[config.mk]
export PLATFORM = sky130hd
export DESIGN_NAME = seq_generator
export DESIGN_NICKNAME = d
export VERILOG_FILES = /design/src/rtl/seq_generator.sv
export SDC_FILE = /design/constraint.sdc
export NUM_CORES = 1
export LEC_CHECK = 0
export ABC_AREA = 1
export CAP_MARGIN = 10
export CELL_PAD_IN_SITES_DETAIL_PLACEMENT = 1
export CELL_PAD_IN_SITES_GLOBAL_PLACEMENT = 1
export CORE_ASPECT_RATIO = 1.25
export CORE_MARGIN = 4
export CORE_UTILIZATION = 39
export CTS_CLUSTER_DIAMETER = 150
export DETAILED_ROUTE_END_ITERATION = 10
export PLACE_DENSITY_LB_ADDON = 0.1
export SYNTH_ARGS = -nofsm -noshare
export SYNTH_HDL_FRONTEND = slang
export SYNTH_SLANG_ARGS = --single-unit
[constraint.sdc]
create_clock -name clk -period 2.55 [get_ports clk]
set_input_delay 0.765 -clock clk [delete_from_list [all_inputs] [get_ports clk]]
set_output_delay 0.765 -clock clk [all_outputs]
set_load 0.01 [all_outputs]
[src/rtl/seq_generator.sv]
// seq_generator: serial pattern transmitter.
//
// Loads a pattern word and shifts its low `len` bits out MSB-first on `x`,
// repeating the frame `reps` times (reps=0 repeats until `stop`). Frames run
// back-to-back. After the last bit of a finite job there is one DONE cycle.
//
// Ports:
//   clk         rising-edge clock
//   reset       asynchronous, active-low reset
//   start       job request, sampled only in IDLE
//   stop        synchronous abort, honoured only in SHIFT
//   pattern     bits to send; bit len-1 goes first
//   len         frame length in bits, legal 1..WIDTH
//   reps        frame count, 0 = continuous
//   x           registered serial data (IDLE_BIT when valid=0)
//   valid       x carries pattern data this cycle
//   frame_start pulse with the first bit of every frame
//   busy        job in progress (SHIFT or DONE)
//   done        pulse in the cycle after the final bit of a completed job
//   err         pulse in the cycle after a start with an illegal len
//   dbg_state   current FSM state (0=IDLE, 1=SHIFT, 2=DONE)
//
// Handshake: start is a level sampled on a rising edge while in IDLE; the
// first bit appears in the very next cycle. start while busy is dropped, not
// queued. done and err are single-cycle pulses; no acknowledgement is needed.
module seq_generator #(
  parameter int   WIDTH    = 8,
  parameter int   LEN_W    = 4,
  parameter int   REP_W    = 8,
  parameter logic IDLE_BIT = 1'b0
) (
  input  logic             clk,
  input  logic             reset,
  input  logic             start,
  input  logic             stop,
  input  logic [WIDTH-1:0] pattern,
  input  logic [LEN_W-1:0] len,
  input  logic [REP_W-1:0] reps,
  output logic             x,
  output logic             valid,
  output logic             frame_start,
  output logic             busy,
  output logic             done,
  output logic             err,
  output logic [1:0]       dbg_state
);

  typedef enum logic [1:0] {
    S_IDLE  = 2'd0,
    S_SHIFT = 2'd1,
    S_DONE  = 2'd2
  } state_e;

  localparam logic [LEN_W-1:0] MAX_LEN = LEN_W'(WIDTH);

  state_e           state_q, state_d;
  logic [LEN_W-1:0] bit_idx_q, bit_idx_d;
  logic [REP_W-1:0] rep_left_q, rep_left_d;
  logic [WIDTH-1:0] pat_q, pat_d;
  logic [LEN_W-1:0] len_q, len_d;
  logic             x_q, x_d;
  logic             valid_q, valid_d;
  logic             fs_q, fs_d;
  logic             busy_q, busy_d;
  logic             done_q, done_d;
  logic             err_q, err_d;

  // Next output bit is picked by shifting the selected word right by the
  // selected position, which avoids an index wider than the vector needs.
  logic [WIDTH-1:0] sel_pat;
  logic [LEN_W-1:0] sel_idx;
  logic [WIDTH-1:0] shifted;
  logic             len_ok;
  logic             last_bit;

  assign len_ok   = (len != '0) && (len <= MAX_LEN);
  assign last_bit = (bit_idx_q == len_q - LEN_W'(1));

  always_comb begin
    state_d    = state_q;
    bit_idx_d  = bit_idx_q;
    rep_left_d = rep_left_q;
    pat_d      = pat_q;
    len_d      = len_q;
    x_d        = IDLE_BIT;
    valid_d    = 1'b0;
    fs_d       = 1'b0;
    busy_d     = 1'b0;
    done_d     = 1'b0;
    err_d      = 1'b0;
    sel_pat    = pat_q;
    sel_idx    = '0;

    unique case (state_q)
      S_IDLE: begin
        if (start) begin
          if (len_ok) begin
            pat_d      = pattern;
            len_d      = len;
            rep_left_d = reps;
            bit_idx_d  = '0;
            state_d    = S_SHIFT;
            valid_d    = 1'b1;
            fs_d       = 1'b1;
            busy_d     = 1'b1;
            sel_pat    = pattern;
            sel_idx    = len - LEN_W'(1);
          end else begin
            err_d = 1'b1;
          end
        end
      end

      S_SHIFT: begin
        // stop beats both the frame wrap and the move to DONE.
        if (stop) begin
          state_d = S_IDLE;
        end else if (last_bit) begin
          // rep_left of 0 marks a continuous job and is never decremented.
          if (rep_left_q == '0 || rep_left_q > REP_W'(1)) begin
            if (rep_left_q != '0) rep_left_d = rep_left_q - REP_W'(1);
            bit_idx_d = '0;
            valid_d   = 1'b1;
            fs_d      = 1'b1;
            busy_d    = 1'b1;
            sel_idx   = len_q - LEN_W'(1);
          end else begin
            state_d = S_DONE;
            done_d  = 1'b1;
            busy_d  = 1'b1;
          end
        end else begin
          bit_idx_d = bit_idx_q + LEN_W'(1);
          valid_d   = 1'b1;
          busy_d    = 1'b1;
          sel_idx   = len_q - bit_idx_q - LEN_W'(2);
        end
      end

      S_DONE: begin
        state_d = S_IDLE;
      end

      default: begin
        state_d = S_IDLE;
      end
    endcase

    shifted = sel_pat >> sel_idx;
    if (valid_d) x_d = shifted[0];
  end

  always_ff @(posedge clk or negedge reset) begin
    if (!reset) begin
      state_q    <= S_IDLE;
      bit_idx_q  <= '0;
      rep_left_q <= '0;
      pat_q      <= '0;
      len_q      <= '0;
      x_q        <= IDLE_BIT;
      valid_q    <= 1'b0;
      fs_q       <= 1'b0;
      busy_q     <= 1'b0;
      done_q     <= 1'b0;
      err_q      <= 1'b0;
    end else begin
      state_q    <= state_d;
      bit_idx_q  <= bit_idx_d;
      rep_left_q <= rep_left_d;
      pat_q      <= pat_d;
      len_q      <= len_d;
      x_q        <= x_d;
      valid_q    <= valid_d;
      fs_q       <= fs_d;
      busy_q     <= busy_d;
      done_q     <= done_d;
      err_q      <= err_d;
    end
  end

  assign x           = x_q;
  assign valid       = valid_q;
  assign frame_start = fs_q;
  assign busy        = busy_q;
  assign done        = done_q;
  assign err         = err_q;
  assign dbg_state   = state_q;

endmodule

# Word level (Yosys, flattened, before mapping)
# Index checks and enable logic that the tools add are counted.
op_classes:
  n_mul: 0
  bitwise: 0
  addsub: 6
  n_mux: 47
  n_shift: 1
  reduce_logical: 11
  eq_ne: 11
  order_cmp: 2
  div: 0
op_table:
  columns: ["operator", "n"]
  rows:
  - ["8-bit 2-to-1 mux", 9]
  - ["4-bit 2-to-1 mux", 10]
  - ["1-bit 2-to-1 mux", 16]
  - ["4-bit case mux with 2 select lines", 2]
  - ["8-bit case mux with 2 select lines", 1]
  - ["2-bit != test (second input constant)", 6]
  - ["2-bit 2-to-1 mux", 5]
  - ["3-bit != test (second input constant)", 3]
  - ["8-bit by 1-bit > comparator with 1-bit output (second input constant)", 1]
  - ["8-bit zero test", 1]
  - ["8-bit nonzero test", 1]
  - ["8-bit by 4-bit >> shifter with 1-bit output", 1]
  - ["4-bit by 1-bit subtractor with 4-bit output (second input constant)", 2]
  - ["8-bit by 1-bit subtractor with 8-bit output (second input constant)", 1]
  - ["7-bit AND reduction", 1]
  - ["1-bit case mux with 2 select lines", 3]
  - ["5-bit AND reduction", 1]
  - ["4-bit by 1-bit adder with 4-bit output (second input constant)", 1]
  - ["4-bit == test", 1]
  - ["4-bit less-or-equal comparator (second input constant)", 1]
  - ["2-bit case mux with 2 select lines", 1]
  - ["4-bit AND reduction", 1]
  - ["4-bit nonzero test", 1]
  - ["4-bit by 2-bit subtractor with 4-bit output (second input constant)", 1]
  - ["other kinds (7)", 7]
totals:
  regBits: 32
  memories: 0
  mem_bits_rw: 0
  in_bits: 24
  romBits: 0
  out_inout_bits: 8
  elab_cells: 89
  latchBits: 0

# Longest topological paths before layout
# Gate-level depths: netlist (run 1).
logic_depth:
  word_depth: 8
  mapped_depth: 17

# Worst setup path after synthesis (run 1)
# Ideal clock, no wire load.
synth_timing:
  path_kind: "input to register"
  startpoint: "input port len[0]"
  endpoint: "register x_q, in the netlist x"
  setup_slack_ns: 0.392
  setup_time_ns: 0.119
  stages: 13
  t_arrival_ns: 2.039
  n_path_buf: 1
  cell_sequence: "inv_1 > ha_1 > nand2_2 > nand2_2 > nand2_2 > clkinv_2 > nand3_2 > buf_6 > or2_0 > nand2_2 > nand3_1 > a21oi_1 > nor2_1"
synth_between:
  elab_chain_cells: 7
  word_cells_on_any_way: 15
  classes_between: "add/sub (1); order compare (1); shift (1); mux (10); reduce/logical (2)"
synth_lines:
  columns: ["item", "line_no", "source"]
  rows:
  - ["start: declaration", "37", "input logic [LEN_W-1:0] len,"]
  - ["4-bit less-or-equal comparator or 4-bit nonzero test (tied branches)", "76", "assign len_ok = (len != '0) && (len <= MAX_LEN);"]
  - ["1-bit logical AND", "76", null]
  - ["4-bit 2-to-1 mux or 8-bit 2-to-1 mux (tied branches)", null, null]
  - ["4-bit 2-to-1 mux or 8-bit 2-to-1 mux (tied branches)", "96", "if (start) begin"]
  - ["4-bit case mux with 2 select lines or 8-bit 2-to-1 mux (tied branches)", "94", "unique case (state_q)"]
  - ["8-bit by 4-bit >> shifter with 1-bit output", "149", "shifted = sel_pat >> sel_idx;"]
  - ["1-bit 2-to-1 mux (*)", "150", "if (valid_d) x_d = shifted[0];"]
  - ["named net x_d", "61", "logic x_q, x_d;"]
  - ["end signal: assignment", "160", "x_q <= IDLE_BIT;"]
  - ["end signal: assignment", "172", "x_q <= x_d;"]
  - ["end: declaration", "61", null]
# The timed path passes the listed nets; every way through them passes the cells marked *.
# A chain may end at the register's enable or synchronous reset.

# Final worst setup path (run 1)
layout_timing:
  startpoint: "input port len[1]"
  endpoint: "register x_q, in the netlist x"
# The elaborated chain is that of the path after synthesis.

==> results of run 1 <==
metrics by stage:
step	total power, mW	setup TNS, ns	cell area, um2	hold slack, ns	util
floorplan	1.42	0	2130	0.445	-
global placement	1.69	-0.367	2630	0.468	0.507
detailed placement	1.72	-1.03	2630	0.471	0.507
CTS	2.12	0	2710	0.491	0.522
global route	2.29	0	2730	0.516	0.526
finish	2.08	0	2730	0.490	0.526
final cells by class:
cell class              count  area (um2)
clock buffers               6        72.6
clock inverters             1        5.00
inverters                  50         189
multi-input cells         195        1130
well taps                  62        77.6
fillers                   666        2460
repair buffers             50         457
flip-flops and latches     32         801
power breakdown:
group | internal, mW | total (mW) | switching, mW
logic | 0.404 | 0.972 | 0.568
registers | 0.638 | 0.734 | 0.0963
clock network | 0.185 | 0.378 | 0.192
logic make-up (layout without fill, tap and decap cells):
group / after synthesis / count (layout) / synth area share
buffers and inverters: 54 / 107 / 0.103
flip-flops: 32 / 32 / 0.375
XOR/XNOR: 5 / 5 / 0.0205
AND/OR/NAND/NOR: 138 / 138 / 0.318
adder cells (fa/ha/maj): 12 / 12 / 0.0739
AO/OA/AOI/OAI: 40 / 40 / 0.109
repair_timing:
item                       in CTS  in global routing
gates resized for setup         0                  6
setup endpoints to repair       0                  2
hold buffers                    0                  0
Yosys cell counts:
| cell type | number |
|---|---|
| sky130_fd_sc_hd__a31o_1 | 1 |
| sky130_fd_sc_hd__o32ai_1 | 1 |
| sky130_fd_sc_hd__nand2_1 | 69 |
| sky130_fd_sc_hd__or2_2 | 2 |
| sky130_fd_sc_hd__nand2_2 | 12 |
| sky130_fd_sc_hd__buf_2 | 1 |
| sky130_fd_sc_hd__buf_6 | 2 |
| sky130_fd_sc_hd__clkbuf_1 | 1 |
| sky130_fd_sc_hd__nor2_4 | 3 |
| sky130_fd_sc_hd__fa_1 | 1 |
| sky130_fd_sc_hd__xnor2_1 | 3 |
| sky130_fd_sc_hd__nor3b_1 | 1 |
| sky130_fd_sc_hd__nand4_1 | 1 |
| sky130_fd_sc_hd__o22ai_1 | 1 |
| sky130_fd_sc_hd__a22oi_2 | 1 |
| sky130_fd_sc_hd__nor3_4 | 1 |
| sky130_fd_sc_hd__o21a_1 | 3 |
| sky130_fd_sc_hd__nand2_4 | 1 |
| sky130_fd_sc_hd__or2_0 | 2 |
| sky130_fd_sc_hd__o211ai_1 | 2 |
| sky130_fd_sc_hd__ha_1 | 11 |
| sky130_fd_sc_hd__inv_1 | 35 |
| sky130_fd_sc_hd__nor3_1 | 3 |
| sky130_fd_sc_hd__nand3_4 | 1 |
| sky130_fd_sc_hd__a31oi_1 | 2 |
| sky130_fd_sc_hd__clkinv_2 | 1 |
| sky130_fd_sc_hd__inv_2 | 14 |
| sky130_fd_sc_hd__dfrtp_1 | 32 |
| sky130_fd_sc_hd__o21ai_1 | 10 |
| sky130_fd_sc_hd__nand3_2 | 3 |
| sky130_fd_sc_hd__xor2_1 | 2 |
| sky130_fd_sc_hd__o21ai_0 | 14 |
| sky130_fd_sc_hd__nor2_1 | 15 |
| sky130_fd_sc_hd__nand3_1 | 19 |
| sky130_fd_sc_hd__nor2_2 | 5 |
| sky130_fd_sc_hd__a21oi_1 | 5 |
worst reg2reg max path, cell delays in order (launching register included):
cell and delay (ns):
sky130_fd_sc_hd__dfrtp_1 0.45, sky130_fd_sc_hd__ha_1 0.31, sky130_fd_sc_hd__inv_1 0.04, sky130_fd_sc_hd__ha_1 0.20, sky130_fd_sc_hd__fa_1 0.39, sky130_fd_sc_hd__xnor2_1 0.20, sky130_fd_sc_hd__xnor2_1 0.14, sky130_fd_sc_hd__nand2_1 0.07
sky130_fd_sc_hd__nand2_1 0.06, sky130_fd_sc_hd__o21ai_1 0.09, sky130_fd_sc_hd__nor2_1 0.09, sky130_fd_sc_hd__nand2_1 0.05, sky130_fd_sc_hd__nor2_1 0.10
worst paths after layout:
kind | to | slack, ns | depth (start not counted)
max | x$_DFF_PN0_ | 0.20 | 16
min | pat_q[7]$_DFF_PN0_ | 0.49 | 2
max reg2reg | x$_DFF_PN0_ | 0.29 | 12
min reg2reg | pat_q[7]$_DFF_PN0_ | 0.49 | 2
max in group asynchronous | rep_left_q[5]$_DFFE_PN0P_ | 1.35 | 2
min in group asynchronous | bit_idx_q[2]$_DFFE_PN0P_ | 0.89 | 2
metal layers:
layer / part of all wire / global-route usage
met1: 0.42 / 0.200
met2: 0.53 / 0.306
met3: 0.030 / 0.0323
met4: 0.025 / 0.0740
met5: 0 / 0
sequential cells by signal, summed over array words and instances, names as in the netlist:
signal       cells
pat_q            8
rep_left_q       8
bit_idx_q        4
len_q            4
dbg_state        2
busy             1
done             1
err              1
frame_start      1
valid            1
x                1
==> impl_metrics.json, run 1 <==
{
  "drv_cap": 0,
  "finish.net_count": 370,
  "grt_pass1_vias": 2060,
  "placement.setup.worst_slack_ns": -0.187,
  "number_of_antenna_violations_at_the_first_check_in_global_routing": 0,
  "place.detailed.hpwl_um": 4170,
  "width_of_the_die_um": 74.2,
  "gr_ovfl_total": 0,
  "report.final.setup_viol": 0,
  "place.detailed.instances": 389,
  "drt_pre_antenna_iters": 4,
  "drt-vias-per-instance": 4.95,
  "io_pins": 32,
  "critical_path_class": "primary input to flip-flop",
  "synthToLayoutAreaGrowth_pct": 28.0,
  "worst_setup_path_end_kind": "flip-flop",
  "clock-root-buffer": "sky130_fd_sc_hd__clkbuf_8",
  "placementRows": 29,
  "postSynthRegisterBits": 32,
  "irDropWorstVdd_mv": 0.492,
  "drtAntennaViolNets": 0,
  "cts.sinks": 32,
  "path_max_fanout": 3,
  "route.vias.total": 1960,
  "worst_hold_startpoint": "pat_q[7]$_DFF_PN0_",
  "cpMaxStageDelayCell": "sky130_fd_sc_hd__clkdlybuf4s50_1",
  "worstPathArrival_ns": 2.52,
  "mostFrequentLayoutCells": "sky130_fd_sc_hd__nand2_1, sky130_fd_sc_hd__inv_1, sky130_fd_sc_hd__dfrtp_1, sky130_fd_sc_hd__clkdlybuf4s50_1, sky130_fd_sc_hd__nand3_1",
  "route.detailed.drc": 0,
  "worstMarginPinSlew_ns": 0.435,
  "synthesis.yosys.warnings": 0,
  "cts-buffers-inserted": 5,
  "yosys.cell_types.count": 36,
  "total_leakage_power_nw": 1.34,
  "htreeDepth": 2,
  "detail_route.iter0.violations": 41,
  "setup_ws_ns": 0.202,
  "yosys.area.top_type_share": 0.375,
  "critical_path_buf_inv_count": 4,
  "worst_setup_path_startpoint": "len[1]",
  "num_antenna_cells": 0,
  "maxSlewHeadroom": 0.710,
  "syn_avg_cell_area_um2": 7.59,
  "status": "finished, final reports clean",
  "power-per-cell-area_nw_per_um2": 763,
  "cts-root-to-sink-buffers": 2,
  "syn-instance-count": 281,
  "grt_setup_unrepaired": "false",
  "finalHoldViolations": 0,
  "worst_hold_path_type": "flip-flop to flip-flop",
  "max_freq_mhz": 426,
  "synth_nets": 317,
  "wire_length_of_the_first_global_routing_pass_um": 9220,
  "fin_worst_skew_ns": 0.00684,
  "floorplan.core_area_um2": 5190,
  "die_y_um": 90.7,
  "tritoncts": "done",
  "layout-drive-gt1-share": 0.213,
  "cp_cell_sequence": "clkdlybuf4s50_1, inv_1, ha_4, nand2_2, nand2_2, nand2_2, clkinv_2, nand3_2, buf_4, or2_0, nand2_2, nand3_1, nand2_1, nand2_1, nand2_1, nor2_1",
  "layout.cells.most_common": "sky130_fd_sc_hd__nand2_1",
  "synth.largest_area_cell": "sky130_fd_sc_hd__dfrtp_1",
  "clk-insertion-delay-late_ns": 0.29,
  "gp_congestion": 0.779,
  "post_cts.repair.setup_buffers": 0,
  "worst_setup_path_start_kind": "primary input",
  "drt-wirelength-per-cell_um": 13.2,
  "initial_core_util": 0.411,
  "final-max-slew-violation-count": 0,
  "synth_top_cells_by_area": "sky130_fd_sc_hd__dfrtp_1, sky130_fd_sc_hd__nand2_1, sky130_fd_sc_hd__ha_1, sky130_fd_sc_hd__inv_1, sky130_fd_sc_hd__nand3_1",
  "detail_route.wirelength_um": 5250,
  "post_layout_nonfiller_instances": 396,
  "share_of_the_cycle_needed_by_the_critical_path_after_routing": 0.921,
  "critical-path-top-cell-by-count": "sky130_fd_sc_hd__nand2_2",
  "cpLargestDelayFamily": "simple AND/OR/NAND/NOR gates",
  "worstPathRequired_ns": 2.72,
  "grt_start_max_net_pins": 33,
  "synth_cell_area_um2": 2130,
  "total_global_route_track_usage": 0.175,
  "startpoint_of_the_most_critical_register_to_register_path": "bit_idx_q[1]$_DFFE_PN0P_",
  "ys_seq_area_frac": 0.375,
  "critPathMaxStageDelay_ns": 0.39,
  "dieArea_um2": 6720,
  "clock_transition_at_the_register_clock_pins_on_the_worst_setup_and_hold_paths_after_cts_ns": 0.07,
  "buffer_ports.inserted": 31,
  "timing.final.crit_period_ns": 2.35
}
(Power assumes the default switching activity.)
==> run 2: changes to the inputs <==
--- a/config.mk
+++ b/config.mk
@@ -11,9 +11,10 @@
 export CELL_PAD_IN_SITES_GLOBAL_PLACEMENT = 1
 export CORE_ASPECT_RATIO = 1.25
 export CORE_MARGIN = 4
-export CORE_UTILIZATION = 39
+export CORE_UTILIZATION = 32
 export CTS_CLUSTER_DIAMETER = 150
 export DETAILED_ROUTE_END_ITERATION = 10
+export MAX_ROUTING_LAYER = met4
 export PLACE_DENSITY_LB_ADDON = 0.1
 export SYNTH_ARGS = -nofsm -noshare
 export SYNTH_HDL_FRONTEND = slang
==> run 2 against run 1 <==
  * Sequential share of layout area down 0.49 points
  * Setup slack got worse by 0.041 ns
  * Clock skew is 0.0019 ns lower
  * Fmax is 1.7% lower
  * Non-clock buffer count is the same
  * Worst hold slack got worse by 0.0077 ns
  * Final cell count increased by 6.6%
  * Cell area rose by 1.7%
  * Critical path depth up 1
  * Critical endpoint unchanged
==> impl_metrics.json, run 2 (synthesized netlist as in run 1, its figures left out) <==
{
  "status": "finished, final reports clean",
  "r2r-end": "x$_DFF_PN0_",
  "cpLargestDelayFamily": "simple AND/OR/NAND/NOR gates",
  "path_max_fanout": 3,
  "power.total_mw": 2.11,
  "final-max-slew-violation-count": 0,
  "place.detailed.hpwl_um": 4300,
  "report.final.setup_viol": 0,
  "total_leakage_power_nw": 1.35,
  "die_y_um": 99.3,
  "share_of_the_cycle_needed_by_the_critical_path_after_routing": 0.937,
  "timing.hold.worst_endpoint": "pat_q[7]$_DFF_PN0_",
  "cts-hold-fix-buffers": 0,
  "number_of_antenna_violations_at_the_first_check_in_global_routing": 0,
  "worstPathArrival_ns": 2.61,
  "io_pins": 32,
  "fin_worst_skew_ns": 0.00495,
  "placedInstanceArea_um2": 2660,
  "route.detailed.drc": 0,
  "power-per-cell-area_nw_per_um2": 760,
  "layout-drive-gt1-share": 0.224,
  "buffer_ports.inserted": 31,
  "worstPathRequired_ns": 2.77,
  "dieArea_um2": 8050,
  "floorplan.core_area_um2": 6520,
  "drt-vias-per-instance": 4.60,
  "worst_setup_path_start_kind": "primary input",
  "grt_start_max_net_pins": 33,
  "min_delay_path_depth": 2,
  "cts-buffers-inserted": 5,
  "total_global_route_track_usage": 0.146,
  "drv_cap": 0,
  "drtAntennaViolNets": 0,
  "worst_hold_slack_ns": 0.482,
  "layout_top_registers": "pat_q: 8 flops, rep_left_q: 8 flops",
  "width_of_the_die_um": 81.0,
  "global_route.usage.met2": 0.262,
  "timing.reg2reg.worst_path_depth": 12,
  "r2r_setup_slack_ns": 0.28,
  "finish.net_count": 370,
  "grt_pass1_vias": 1943,
  "clock_transition_at_the_register_clock_pins_on_the_worst_setup_and_hold_paths_after_cts_ns": 0.07,
  "finalHoldViolations": 0,
  "cts-resized-gates": 0,
  "maxSlewHeadroom": 0.714,
  "num_antenna_cells": 0,
  "max_freq_mhz": 419,
  "drt_pre_antenna_iters": 4,
  "layout.cells.most_common": "sky130_fd_sc_hd__nand2_1",
  "initial_core_util": 0.327,
  "clk-insertion-delay-late_ns": 0.28,
  "startpoint_of_the_most_critical_register_to_register_path": "bit_idx_q[1]$_DFFE_PN0P_",
  "timing.final.crit_period_ns": 2.39,
  "wire_length_of_the_first_global_routing_pass_um": 8760,
  "cts-root-to-sink-buffers": 2,
  "worst_hold_startpoint": "pat_q[7]$_DFF_PN0_",
  "worstMarginPinSlew_ns": 0.429,
  "cts.sinks": 32,
  "htreeDepth": 2,
  "critical_path_class": "primary input to flip-flop",
  "detail_route.wirelength_um": 5260,
  "detail_route.iter0.violations": 21,
  "gr_ovfl_total": 0,
  "gr-max-usage-layer": "met2",
  "clock-root-buffer": "sky130_fd_sc_hd__clkbuf_8",
  "worst_hold_path_type": "flip-flop to flip-flop",
  "irDropWorstVdd_mv": 0.303,
  "seq_cell_area_um2": 801,
  "route.vias.total": 1941,
  "critical_path_buf_inv_count": 5,
  "tritoncts": "done",
  "cp_cell_sequence": "clkdlybuf4s50_1, inv_1, ha_2, nand2_2, nand2_2, nand2_2, clkinv_2, nand3_2, buf_4, or2_0, nand2_2, inv_2, nand2_1, nand2_1, nand2_1, nand2_1, nor2_2",
  "grt.met3_usage": 0.0308,
  "final_design_area_no_fill_um2": 2780,
  "multi_input_comb_area_um2": 1120,
  "worst_setup_path_end_kind": "flip-flop",
  "mostFrequentLayoutCells": "sky130_fd_sc_hd__nand2_1, sky130_fd_sc_hd__inv_1, sky130_fd_sc_hd__dfrtp_1, sky130_fd_sc_hd__clkdlybuf4s50_1, sky130_fd_sc_hd__nand3_1",
  "synthToLayoutAreaGrowth_pct": 30.1,
  "drt-wirelength-per-cell_um": 12.5,
  "placementRows": 33,
  "critPathMaxStageDelay_ns": 0.40,
  "grt_setup_unrepaired": "false",
  "gp_congestion": 0.775,
  "global_routing_met1_resource_utilization": 0.156,
  "post_cts.repair.setup_buffers": 0,
  "final.fill_count": 834,
  "cpMaxStageDelayCell": "sky130_fd_sc_hd__clkdlybuf4s50_1"
}
[run 2: worst max-delay path by stage]
| stage | start | to | cells after the start |
|---|---|---|---|
| 2_1_floorplan | len[0] | x$_DFF_PN0_ | 13 |
| 3_3_place_gp | len[0] | x$_DFF_PN0_ | 18 |
| 3_5_place_dp | len[0] | x$_DFF_PN0_ | 18 |
| 4_1_cts | len[1] | x$_DFF_PN0_ | 18 |
| 5_1_grt | len[0] | x$_DFF_PN0_ | 16 |
| 6_report | len[1] | x$_DFF_PN0_ | 17 |
[run 2: layout make-up]
type | count | area share
inverter | 50 | 0.0680
clock buffer | 6 | 0.0297
timing repair buffer | 50 | 0.166
tap | 87 | 0.0392
clock inverter | 2 | 0.00361
sequential | 32 | 0.288
multi-input combinational | 195 | 0.405
[run 2: tightest hold or removal path, stage by stage, from the launching register on]
cell and delay, ns:
sky130_fd_sc_hd__dfrtp_1 0.32, sky130_fd_sc_hd__nand2_1 0.05, sky130_fd_sc_hd__nand2_1 0.08
[run 2: metal layers]
layer | wire length, um | vias to the layer above
li1 | - | 989
met1 | 2260 | 921
met2 | 2770 | 25
met3 | 157 | 6
met4 | 76 | 0
met5 | 0 | -
[run 2: report_power, final]
part	total (mW)	internal, mW	switching [mW]
Combinational	0.972	0.405	0.568
Sequential	0.730	0.638	0.0924
Clock	0.407	0.215	0.192
[run 2: stage by stage]
step | setup TNS, ns | instances | setup WS (ns) | util
after detailed placement | -1.34 | 414 | -0.214 | 0.408
after floorplan | 0 | 281 | 0.392 | -
after global routing | 0 | 422 | 0.000886 | 0.426
final | 0 | 422 | 0.161 | 0.426
after global placement | -0.644 | 414 | -0.131 | 0.408
after CTS | 0 | 422 | 0.0841 | 0.423
